`src/rtl/scramble_multibit_if.sv`:
```
// Bundles the beat stream, its handshakes and the per-packet channel controls of the
// multi-bit BLE whitening block.
interface scramble_multibit_if #(
  parameter int CHANNEL_NUMBER_BIT_WIDTH = 6,
  parameter int DATA_WIDTH               = 1
);
  logic [CHANNEL_NUMBER_BIT_WIDTH-1:0] channel_number;
  logic                                channel_number_load;
  logic                                whitening_en;
  logic [DATA_WIDTH-1:0]               data_in;
  logic                                data_in_valid;
  logic                                data_in_valid_last;
  logic                                data_in_ready;
  logic [DATA_WIDTH-1:0]               data_out;
  logic                                data_out_valid;
  logic                                data_out_valid_last;
  logic                                data_out_ready;

  modport master (
    output channel_number, channel_number_load, whitening_en,
    output data_in, data_in_valid, data_in_valid_last, data_out_ready,
    input  data_in_ready, data_out, data_out_valid, data_out_valid_last
  );

  modport slave (
    input  channel_number, channel_number_load, whitening_en,
    input  data_in, data_in_valid, data_in_valid_last, data_out_ready,
    output data_in_ready, data_out, data_out_valid, data_out_valid_last
  );
endinterface

```
`src/rtl/scramble_multibit.sv`:
```
// BLE data whitening (x^7+x^4+1) on DATA_WIDTH bits per beat, with ready/valid
// backpressure, per-packet bypass and automatic re-seed at packet end.
module scramble_multibit #(
  parameter int CHANNEL_NUMBER_BIT_WIDTH = 6,
  parameter int DATA_WIDTH               = 1
) (
  input logic               clk,
  input logic               rst_n,
  scramble_multibit_if.slave bus
);

  typedef logic [6:0] lfsr_t;

  // Index i of lfsr_t is LFSR position wi; w0 is always seeded to 1.
  function automatic lfsr_t seed_from(input logic [CHANNEL_NUMBER_BIT_WIDTH-1:0] ch);
    lfsr_t      s;
    logic [5:0] c6;
    c6   = 6'(ch);
    s[0] = 1'b1;
    for (int i = 1; i <= 6; i++) begin
      s[i] = c6[6-i];
    end
    return s;
  endfunction

  function automatic lfsr_t lfsr_step(input lfsr_t w);
    return {w[5], w[4], w[3] ^ w[6], w[2], w[1], w[0], w[6]};
  endfunction

  logic [CHANNEL_NUMBER_BIT_WIDTH-1:0] channel_q;
  logic                                whitening_q;
  lfsr_t                               lfsr_q;
  lfsr_t                               lfsr_d;
  logic [DATA_WIDTH-1:0]               data_out_q;
  logic                                out_valid_q;
  logic                                out_last_q;

  logic                  in_ready;
  logic                  beat_accept;
  logic                  whiten_now;
  lfsr_t                 load_seed;
  lfsr_t                 latched_seed;
  lfsr_t                 start_state;
  lfsr_t                 adv_state;
  logic [DATA_WIDTH-1:0] mask;
  logic [DATA_WIDTH-1:0] whitened;

  assign in_ready     = !out_valid_q || bus.data_out_ready;
  assign beat_accept  = bus.data_in_valid && in_ready;
  assign load_seed    = seed_from(bus.channel_number);
  assign latched_seed = seed_from(channel_q);
  // A load in the same cycle as a beat whitens that beat from the fresh seed.
  assign start_state  = bus.channel_number_load ? load_seed : lfsr_q;
  assign whiten_now   = bus.channel_number_load ? bus.whitening_en : whitening_q;

  always_comb begin
    lfsr_t walk;
    walk = start_state;
    mask = '0;
    for (int k = 0; k < DATA_WIDTH; k++) begin
      mask[k] = walk[6];
      walk    = lfsr_step(walk);
    end
    adv_state = walk;
  end

  assign whitened = bus.data_in ^ (whiten_now ? mask : '0);

  always_comb begin
    lfsr_d = lfsr_q;
    if (bus.channel_number_load) begin
      lfsr_d = (beat_accept && !bus.data_in_valid_last) ? adv_state : load_seed;
    end else if (beat_accept) begin
      lfsr_d = bus.data_in_valid_last ? latched_seed : adv_state;
    end
  end

  always_ff @(posedge clk or negedge rst_n) begin
    if (!rst_n) begin
      channel_q   <= '0;
      whitening_q <= 1'b1;
      lfsr_q      <= 7'b0000001;
    end else begin
      lfsr_q <= lfsr_d;
      if (bus.channel_number_load) begin
        channel_q   <= bus.channel_number;
        whitening_q <= bus.whitening_en;
      end
    end
  end

  // The output stage only moves when it is empty or being drained downstream.
  always_ff @(posedge clk or negedge rst_n) begin
    if (!rst_n) begin
      data_out_q  <= '0;
      out_valid_q <= 1'b0;
      out_last_q  <= 1'b0;
    end else if (in_ready) begin
      out_valid_q <= beat_accept;
      out_last_q  <= beat_accept && bus.data_in_valid_last;
      if (beat_accept) begin
        data_out_q <= whitened;
      end
    end
  end

  assign bus.data_in_ready       = in_ready;
  assign bus.data_out            = data_out_q;
  assign bus.data_out_valid      = out_valid_q;
  assign bus.data_out_valid_last = out_last_q;

endmodule

```
`src/flat_wrapper.sv`:
```
// flat-port wrapper written by rule: the top's interface ports become plain ports
module scramble_multibit_flat 
#(
  parameter int CHANNEL_NUMBER_BIT_WIDTH = 6,
  parameter int DATA_WIDTH               = 1
)
  (clk, rst_n, bus_channel_number, bus_channel_number_load, bus_whitening_en, bus_data_in, bus_data_in_valid, bus_data_in_valid_last, bus_data_out_ready, bus_data_in_ready, bus_data_out, bus_data_out_valid, bus_data_out_valid_last);
  scramble_multibit_if #(.CHANNEL_NUMBER_BIT_WIDTH(CHANNEL_NUMBER_BIT_WIDTH), .DATA_WIDTH(DATA_WIDTH)) bus_i ();
  input logic clk;
  input logic rst_n;
  input wire logic [$bits(bus_i.channel_number)-1:0] bus_channel_number;
  input wire logic [$bits(bus_i.channel_number_load)-1:0] bus_channel_number_load;
  input wire logic [$bits(bus_i.whitening_en)-1:0] bus_whitening_en;
  input wire logic [$bits(bus_i.data_in)-1:0] bus_data_in;
  input wire logic [$bits(bus_i.data_in_valid)-1:0] bus_data_in_valid;
  input wire logic [$bits(bus_i.data_in_valid_last)-1:0] bus_data_in_valid_last;
  input wire logic [$bits(bus_i.data_out_ready)-1:0] bus_data_out_ready;
  output wire logic [$bits(bus_i.data_in_ready)-1:0] bus_data_in_ready;
  output wire logic [$bits(bus_i.data_out)-1:0] bus_data_out;
  output wire logic [$bits(bus_i.data_out_valid)-1:0] bus_data_out_valid;
  output wire logic [$bits(bus_i.data_out_valid_last)-1:0] bus_data_out_valid_last;
  assign bus_i.channel_number = bus_channel_number;
  assign bus_i.channel_number_load = bus_channel_number_load;
  assign bus_i.whitening_en = bus_whitening_en;
  assign bus_i.data_in = bus_data_in;
  assign bus_i.data_in_valid = bus_data_in_valid;
  assign bus_i.data_in_valid_last = bus_data_in_valid_last;
  assign bus_i.data_out_ready = bus_data_out_ready;
  assign bus_data_in_ready = bus_i.data_in_ready;
  assign bus_data_out = bus_i.data_out;
  assign bus_data_out_valid = bus_i.data_out_valid;
  assign bus_data_out_valid_last = bus_i.data_out_valid_last;
  scramble_multibit #(.CHANNEL_NUMBER_BIT_WIDTH(CHANNEL_NUMBER_BIT_WIDTH), .DATA_WIDTH(DATA_WIDTH)) u_core (.clk(clk), .rst_n(rst_n), .bus(bus_i));
endmodule
```
`config.mk`:
```
export PLATFORM = sky130hd
export DESIGN_NAME = scramble_multibit_flat
export DESIGN_NICKNAME = d
export VERILOG_FILES = /design/src/rtl/scramble_multibit_if.sv /design/src/rtl/scramble_multibit.sv /design/src/flat_wrapper.sv
export SDC_FILE = /design/constraint.sdc
export NUM_CORES = 1
export LEC_CHECK = 0
export BUFFER_PORTS_ARGS = -buffer_cell sky130_fd_sc_hd__buf_4
export CAP_MARGIN = 20
export CORE_ASPECT_RATIO = 1.1
export CORE_UTILIZATION = 47
export DETAILED_ROUTE_END_ITERATION = 7
export GPL_ROUTABILITY_DRIVEN = 1
export GPL_TIMING_DRIVEN = 0
export PLACE_DENSITY = 0.68
export SLEW_MARGIN = 40
export SYNTH_ARGS = -nofsm -noshare
export SYNTH_HDL_FRONTEND = slang
export SYNTH_SLANG_ARGS = --single-unit
export TNS_END_PERCENT = 5
```
`constraint.sdc`:
```
create_clock -name clk -period 1.15 [get_ports clk]
set_input_delay 0.2875 -clock clk [delete_from_list [all_inputs] [get_ports clk]]
set_output_delay 0.2875 -clock clk [all_outputs]
set_load 0.05 [all_outputs]
```
## Word level (Yosys, flattened, before mapping)

Cells that the tools add are included.

| word-level totals | value |
|---|---|
| register bits after elaboration | 17 |
| input bits | 14 |
| output and inout port bits | 4 |
| word-level logic and storage cells | 23 |

| operators by class | value |
|---|---|
| multiplexer cells | 7 |
| bitwise gates (word level) | 2 |
| reductions and logical operators | 8 |

Operators with widths:

| operator | number |
|---|---|
| 7-bit 2-to-1 mux | 5 |
| 1-bit logical AND | 3 |
| 1-bit logical NOT | 2 |
| 1-bit 2-to-1 mux | 2 |
| 2-bit AND reduction | 1 |
| 2-bit nonzero test | 1 |
| 1-bit bitwise XOR | 2 |
| 1-bit logical OR | 1 |

## Longest topological paths before layout

| logic depth | value |
|---|---|
| depth after elaboration | 6 |
| mapped depth | 5 |
| mapped depth without buffers | 4 |

## Worst setup path after synthesis

Ideal clock, no wire load.

| path | value |
|---|---|
| kind | register to register |
| start | reg u_core.out_valid_q, in the netlist u_core.bus.data_out_valid |
| end | reg u_core.lfsr_q[2] |
| setup time | 0.126 ns |
| arrival | 1.339 ns |
| data required time | 1.024 ns |
| setup slack | -0.315 ns |
| stages on the path, launching flop included | 6 |
| path buffers | 1 |
| clock period less this slack | 1.465 ns |
| path through | dfrtp_1 -> nand2b_1 -> buf_4 -> nand3b_4 -> mux2i_1 -> mux2i_1 |

| between the ends | value |
|---|---|
| word-level cells in the longest chain between the ends | 6 |
| elaborated cells on any way between the ends | 7 |
| classes of those cells | mux: 2; reduce/logical: 5 |

Ends and longest elaborated chain:

| what | RTL line | RTL |
|---|---|---|
| start, declared | scramble_multibit.sv:35 | `logic out_valid_q;` |
| start signal, assigned | scramble_multibit.sv:99 | `out_valid_q <= beat_accept;` |
| 1-bit logical NOT * | scramble_multibit.sv:48 | `assign in_ready = !out_valid_q \|\| bus.data_out_ready;` |
| 1-bit logical OR * | scramble_multibit.sv:48 |  |
| via bus_data_in_ready | flat_wrapper.sv:18 | `output wire logic [$bits(bus_i.data_in_ready)-1:0] bus_data_in_ready;` |
| 1-bit logical AND * | scramble_multibit.sv:49 | `assign beat_accept = bus.data_in_valid && in_ready;` |
| 1-bit logical AND | scramble_multibit.sv:72 | `lfsr_d = (beat_accept && !bus.data_in_valid_last) ? adv_state : load_seed;` |
| 7-bit 2-to-1 mux | scramble_multibit.sv:72 |  |
| 7-bit 2-to-1 mux | scramble_multibit.sv:71 | `if (bus.channel_number_load) begin` |
| end signal, assigned | scramble_multibit.sv:84 | `lfsr_q <= lfsr_d;` |
| end, declared | scramble_multibit.sv:32 | `lfsr_t lfsr_q;` |

The timed path passes the listed nets; every way through them passes the cells marked *.
A chain may end at the register's enable or synchronous reset.

## Worst setup path in the final report

| path | value |
|---|---|
| start | reg u_core.out_valid_q, in the netlist u_core.bus.data_out_valid |
| end | out bus_data_in_ready |

| between the ends | value |
|---|---|
| word-level cells in the longest chain between the ends | 2 |

Ends and longest elaborated chain:

| what | RTL line |
|---|---|
| 1-bit logical NOT | scramble_multibit.sv:48 |
| 1-bit logical OR | scramble_multibit.sv:48 |
| end, declared | flat_wrapper.sv:18 |

Every way passes these cells.

==> impl_metrics.prom <==
# TYPE chip_impl_metric gauge
chip_impl_metric{name="max_cap_viol_count",unit=""} 0
chip_impl_info{name="critical_path.top_delay_family",value="flip-flops"} 1
chip_impl_metric{name="clkSlewWorstSetupHoldPaths",unit="ns"} 0.11
chip_impl_metric{name="setup_viol",unit=""} 9
chip_impl_metric{name="num_rows",unit=""} 16
chip_impl_info{name="critical_path.slowest_cell",value="sky130_fd_sc_hd__dfrtp_2"} 1
chip_impl_info{name="synth_top_cells_by_area",value="sky130_fd_sc_hd__dfrtp_1, sky130_fd_sc_hd__mux2i_1, sky130_fd_sc_hd__dfstp_2, sky130_fd_sc_hd__mux2_2, sky130_fd_sc_hd__o21ai_0"} 1
chip_impl_metric{name="maximum_fanout_along_the_worst_path",unit=""} 3
chip_impl_metric{name="gr-usage-all-layers",unit="%"} 18.7
chip_impl_metric{name="post_drt_via_cell_ratio",unit=""} 5.82
chip_impl_metric{name="path_buf_inv",unit=""} 2
chip_impl_metric{name="p_seq_share",unit="%"} 50.3
chip_impl_metric{name="number_of_max_slew_violations_in_the_final_report",unit=""} 0
chip_impl_metric{name="area_growth",unit="%"} 25.0
chip_impl_metric{name="final_layout_size_suffix_gt1_share",unit="%"} 40.6
chip_impl_metric{name="crit_required",unit="ns"} 0.86
chip_impl_metric{name="min_period",unit="ns"} 1.35
chip_impl_metric{name="p_int",unit="mW"} 0.985
chip_impl_metric{name="timing.fmax",unit="MHz"} 742
chip_impl_metric{name="via_count",unit=""} 693
chip_impl_metric{name="clock_power_share",unit="%"} 23.3
chip_impl_metric{name="clock_tree.htree_level_count",unit=""} 1
chip_impl_metric{name="dieHeight",unit="µm"} 48.3
chip_impl_metric{name="sequential_cell_area",unit="µm²"} 429
chip_impl_metric{name="final_hold_violation_count",unit=""} 0
chip_impl_metric{name="post_synth.cell_area_avg",unit="µm²"} 11.7
chip_impl_info{name="grt_setup_unrepaired",value="yes"} 1
chip_impl_metric{name="synth_largest_type_area_fraction",unit="%"} 41.0
chip_impl_metric{name="worst_ir_drop_vdd",unit="mV"} 0.937
chip_impl_info{name="crit_path_start_kind",value="flip-flop"} 1
chip_impl_metric{name="p_per_area",unit="mW/mm²"} 1240
chip_impl_info{name="critical_path_class",value="reg2out"} 1
chip_impl_info{name="holdCritPathClass",value="in2reg"} 1
chip_impl_metric{name="finalClockSkew",unit="ns"} 0.00706
chip_impl_metric{name="tritoncts.num_buffers",unit=""} 3
chip_impl_info{name="cts.root.buffer_cell",value="sky130_fd_sc_hd__clkbuf_4"} 1
chip_impl_metric{name="die-area",unit="mm²"} 0.00213
chip_impl_metric{name="ys_ff_latch",unit=""} 17
chip_impl_metric{name="sequential_cell_area_fraction_in_the_yosys_report",unit="%"} 46.8
chip_impl_metric{name="antenna_cells_inserted",unit=""} 0
chip_impl_metric{name="cpPeakStageDelay",unit="ns"} 0.44
chip_impl_metric{name="post-route-worst-setup-slack",unit="ns"} -0.198
chip_impl_metric{name="cts.path.max_buffers",unit=""} 2
chip_impl_metric{name="postRouteAntennaNets",unit=""} 0
chip_impl_metric{name="grt_util_met3",unit="%"} 2.22
chip_impl_metric{name="final.period_utilization",unit="%"} 117
chip_impl_metric{name="postSynthCellCount",unit=""} 78
chip_impl_metric{name="grt_pass1_vias",unit=""} 670
chip_impl_metric{name="fill_cells",unit=""} 156
chip_impl_metric{name="drt-total-wl",unit="mm"} 1.85
chip_impl_metric{name="gp_congestion",unit=""} 0.730
chip_impl_metric{name="drt-pass1-iter-count",unit=""} 4
chip_impl_metric{name="cts_num_sinks",unit=""} 17
chip_impl_metric{name="final_net_count",unit=""} 116
chip_impl_info{name="yosysTopAreaCell",value="sky130_fd_sc_hd__dfrtp_1"} 1
chip_impl_metric{name="final.setup.tns",unit="ns"} -0.882
chip_impl_metric{name="p_sw_share",unit="%"} 30.6
chip_impl_metric{name="placement.setup.worst_slack",unit="ns"} -0.141
chip_impl_metric{name="global_route.overflow_total",unit=""} 0
chip_impl_info{name="kind_of_end_point_of_the_critical_path",value="output pin"} 1
chip_impl_metric{name="combined_area_of_the_multi_input_logic_cells",unit="µm²"} 449
chip_impl_metric{name="summed_instance_area_of_the_synthesized_netlist",unit="µm²"} 915
chip_impl_metric{name="initial_core_utilization",unit="%"} 50.8
chip_impl_metric{name="drt-initial-drc-count",unit=""} 17
chip_impl_metric{name="grtUsageMet1",unit="%"} 23.6
chip_impl_metric{name="routedWlPerCell",unit="µm"} 15.5
chip_impl_metric{name="number_of_antenna_violations_at_the_first_check_in_global_routing",unit=""} 0
chip_impl_metric{name="worst-slew-pin-transition",unit="ns"} 0.232
chip_impl_info{name="tritoncts_clock_tree",value="yes"} 1
chip_impl_metric{name="relSlewSlack",unit="%"} 84.6
chip_impl_metric{name="synth-edff-count",unit=""} 0
chip_impl_metric{name="number_of_distinct_library_cell_variants_in_the_gate_level_netlist_after_synthesis",unit=""} 27
chip_impl_metric{name="worst_path_arrival",unit="ns"} 1.06
chip_impl_metric{name="drc_errors",unit=""} 0
chip_impl_metric{name="grt_start_max_net_pins",unit=""} 18
chip_impl_metric{name="core-area",unit="mm²"} 0.00180
chip_impl_metric{name="mappedNetlistNets",unit=""} 92
chip_impl_metric{name="standby_leakage_power",unit="nW"} 0.554
chip_impl_metric{name="grt_pass1_wl",unit="mm"} 2.87
chip_impl_metric{name="ios",unit=""} 18
chip_impl_info{name="outcome",value="finished, violations left"} 1
chip_impl_info{name="top_usage_layer",value="met2"} 1
chip_impl_metric{name="grt.met2_usage",unit="%"} 32.9
chip_impl_metric{name="switching_power",unit="mW"} 0.434
chip_impl_metric{name="die_x",unit="µm"} 44.1
chip_impl_metric{name="pwr-share-comb",unit="%"} 26.4
chip_impl_info{name="cp_cell_sequence",value="nand2b_4, buf_6, buf_8"} 1
chip_impl_metric{name="ys.warnings.count",unit=""} 0
chip_impl_info{name="failed_checks",value="setup timing"} 1
chip_impl_metric{name="clock_latency",unit="ns"} 0.30
chip_impl_metric{name="port-buffer-count",unit=""} 15
chip_impl_info{name="synth-main-ff-cell",value="sky130_fd_sc_hd__dfrtp_1"} 1
chip_impl_metric{name="dpl.hpwl",unit="mm"} 1.27
chip_impl_metric{name="synth_async_sr_flop_share",unit="%"} 100
[through the flow]
stage               util (%)  cell area, µm²  instances  hold slack (ns)  power (mW)
floorplan                  -             920         78         -0.00809       0.954
global placement        58.5            1050        111            0.164        1.06
detailed placement      58.5            1050        111            0.167        1.07
CTS                     62.8            1130        119            0.224        1.42
global route            63.5            1140        119            0.231        1.49
finish                  63.5            1140        119            0.219        1.42
[cell families after synthesis]
family / after synthesis / synth area share (%)
XOR/XNOR: 3 / 2.87
AO/OA/AOI/OAI: 15 / 10.5
AND/OR/NAND/NOR: 15 / 11.4
multiplexers: 20 / 23.1
buffers and inverters: 8 / 5.33
flip-flops: 17 / 46.8
[cells in the final DEF, fill, tap and decap left out, types with 2 or more instances in the layout]
cell type / instances
sky130_fd_sc_hd__buf_2: 2
sky130_fd_sc_hd__a21oi_1: 2
sky130_fd_sc_hd__nand3_1: 5
sky130_fd_sc_hd__mux2i_1: 14
sky130_fd_sc_hd__dfstp_2: 2
sky130_fd_sc_hd__dfrtp_1: 14
sky130_fd_sc_hd__buf_4: 17
sky130_fd_sc_hd__nand2b_4: 2
sky130_fd_sc_hd__buf_6: 4
sky130_fd_sc_hd__inv_1: 2
sky130_fd_sc_hd__nand2_1: 2
sky130_fd_sc_hd__mux2_2: 4
sky130_fd_sc_hd__nand3b_1: 2
sky130_fd_sc_hd__o21ai_0: 6
sky130_fd_sc_hd__xor2_1: 2
sky130_fd_sc_hd__clkbuf_4: 3
[power by group through the flow]
stage / Sequential [mW] / Combinational (mW) / Clock [mW]
after global routing: 0.722 / 0.407 / 0.362
after detailed placement: 0.722 / 0.345 / 0
final: 0.715 / 0.374 / 0.331
after CTS: 0.713 / 0.372 / 0.338
after floorplan: 0.755 / 0.199 / 0
after global placement: 0.721 / 0.338 / 0
[layout make-up]
type,instances,share of cell area [%]
clock buffer,3,1.97
clock inverter,1,0.438
inverter,2,0.656
buffer,6,4.16
sequential,17,37.5
multi-input combinational,53,39.3
tap,18,1.97
timing repair buffer,19,14.0
[synthesized netlist by cell type (3+ instances only)]
master                    number
sky130_fd_sc_hd__o21ai_0       7
sky130_fd_sc_hd__buf_2         3
sky130_fd_sc_hd__mux2_2        4
sky130_fd_sc_hd__mux2i_1      14
sky130_fd_sc_hd__nand3_1       5
sky130_fd_sc_hd__dfrtp_1      15
sky130_fd_sc_hd__a21oi_1       3
[metal layers]
layer | share of wire [%] | vias to the layer above
met5 | 0 | -
met4 | 1.6 | 0
met1 | 42 | 343
met2 | 53 | 23
li1 | - | 322
met3 | 4.0 | 5
[flip-flops by register name, summed over array words and instances, names as in the netlist]
signal / flops
u_core.bus.data_out_valid: 1
u_core.lfsr_q: 7
u_core.whitening_q: 1
u_core.bus.data_out: 1
u_core.channel_q: 6
u_core.bus.data_out_valid_last: 1
[timing repair]
| item | in CTS | in global routing |
|---|---|---|
| hold buffers | 1 | 0 |
| pin swaps | 1 | 0 |
| hold endpoints to repair | 15 | 0 |
| setup endpoints to repair | 11 | 13 |
| resized for setup | 5 | 3 |
| buffers inserted | 3 | 0 |
[final timing paths]
| path | startpoint | to | slack (ns) | cells after the start |
|---|---|---|---|---|
| max in group asynchronous | rst_n | u_core.whitening_q | 0.51 | 2 |
| worst min-delay path | bus_channel_number[4] | u_core.channel_q[4] | 0.22 | 2 |
| worst min register to register | u_core.channel_q[4] | u_core.channel_q[4] | 0.50 | 1 |
| min in group asynchronous | rst_n | u_core.bus.data_out_valid_last | 0.37 | 2 |
| worst max-delay path | u_core.bus.data_out_valid | bus_data_in_ready | -0.20 | 3 |
| worst max register to register | u_core.bus.data_out_valid | u_core.lfsr_q[3] | -0.17 | 6 |
Power figures use the tool's default switching activity.
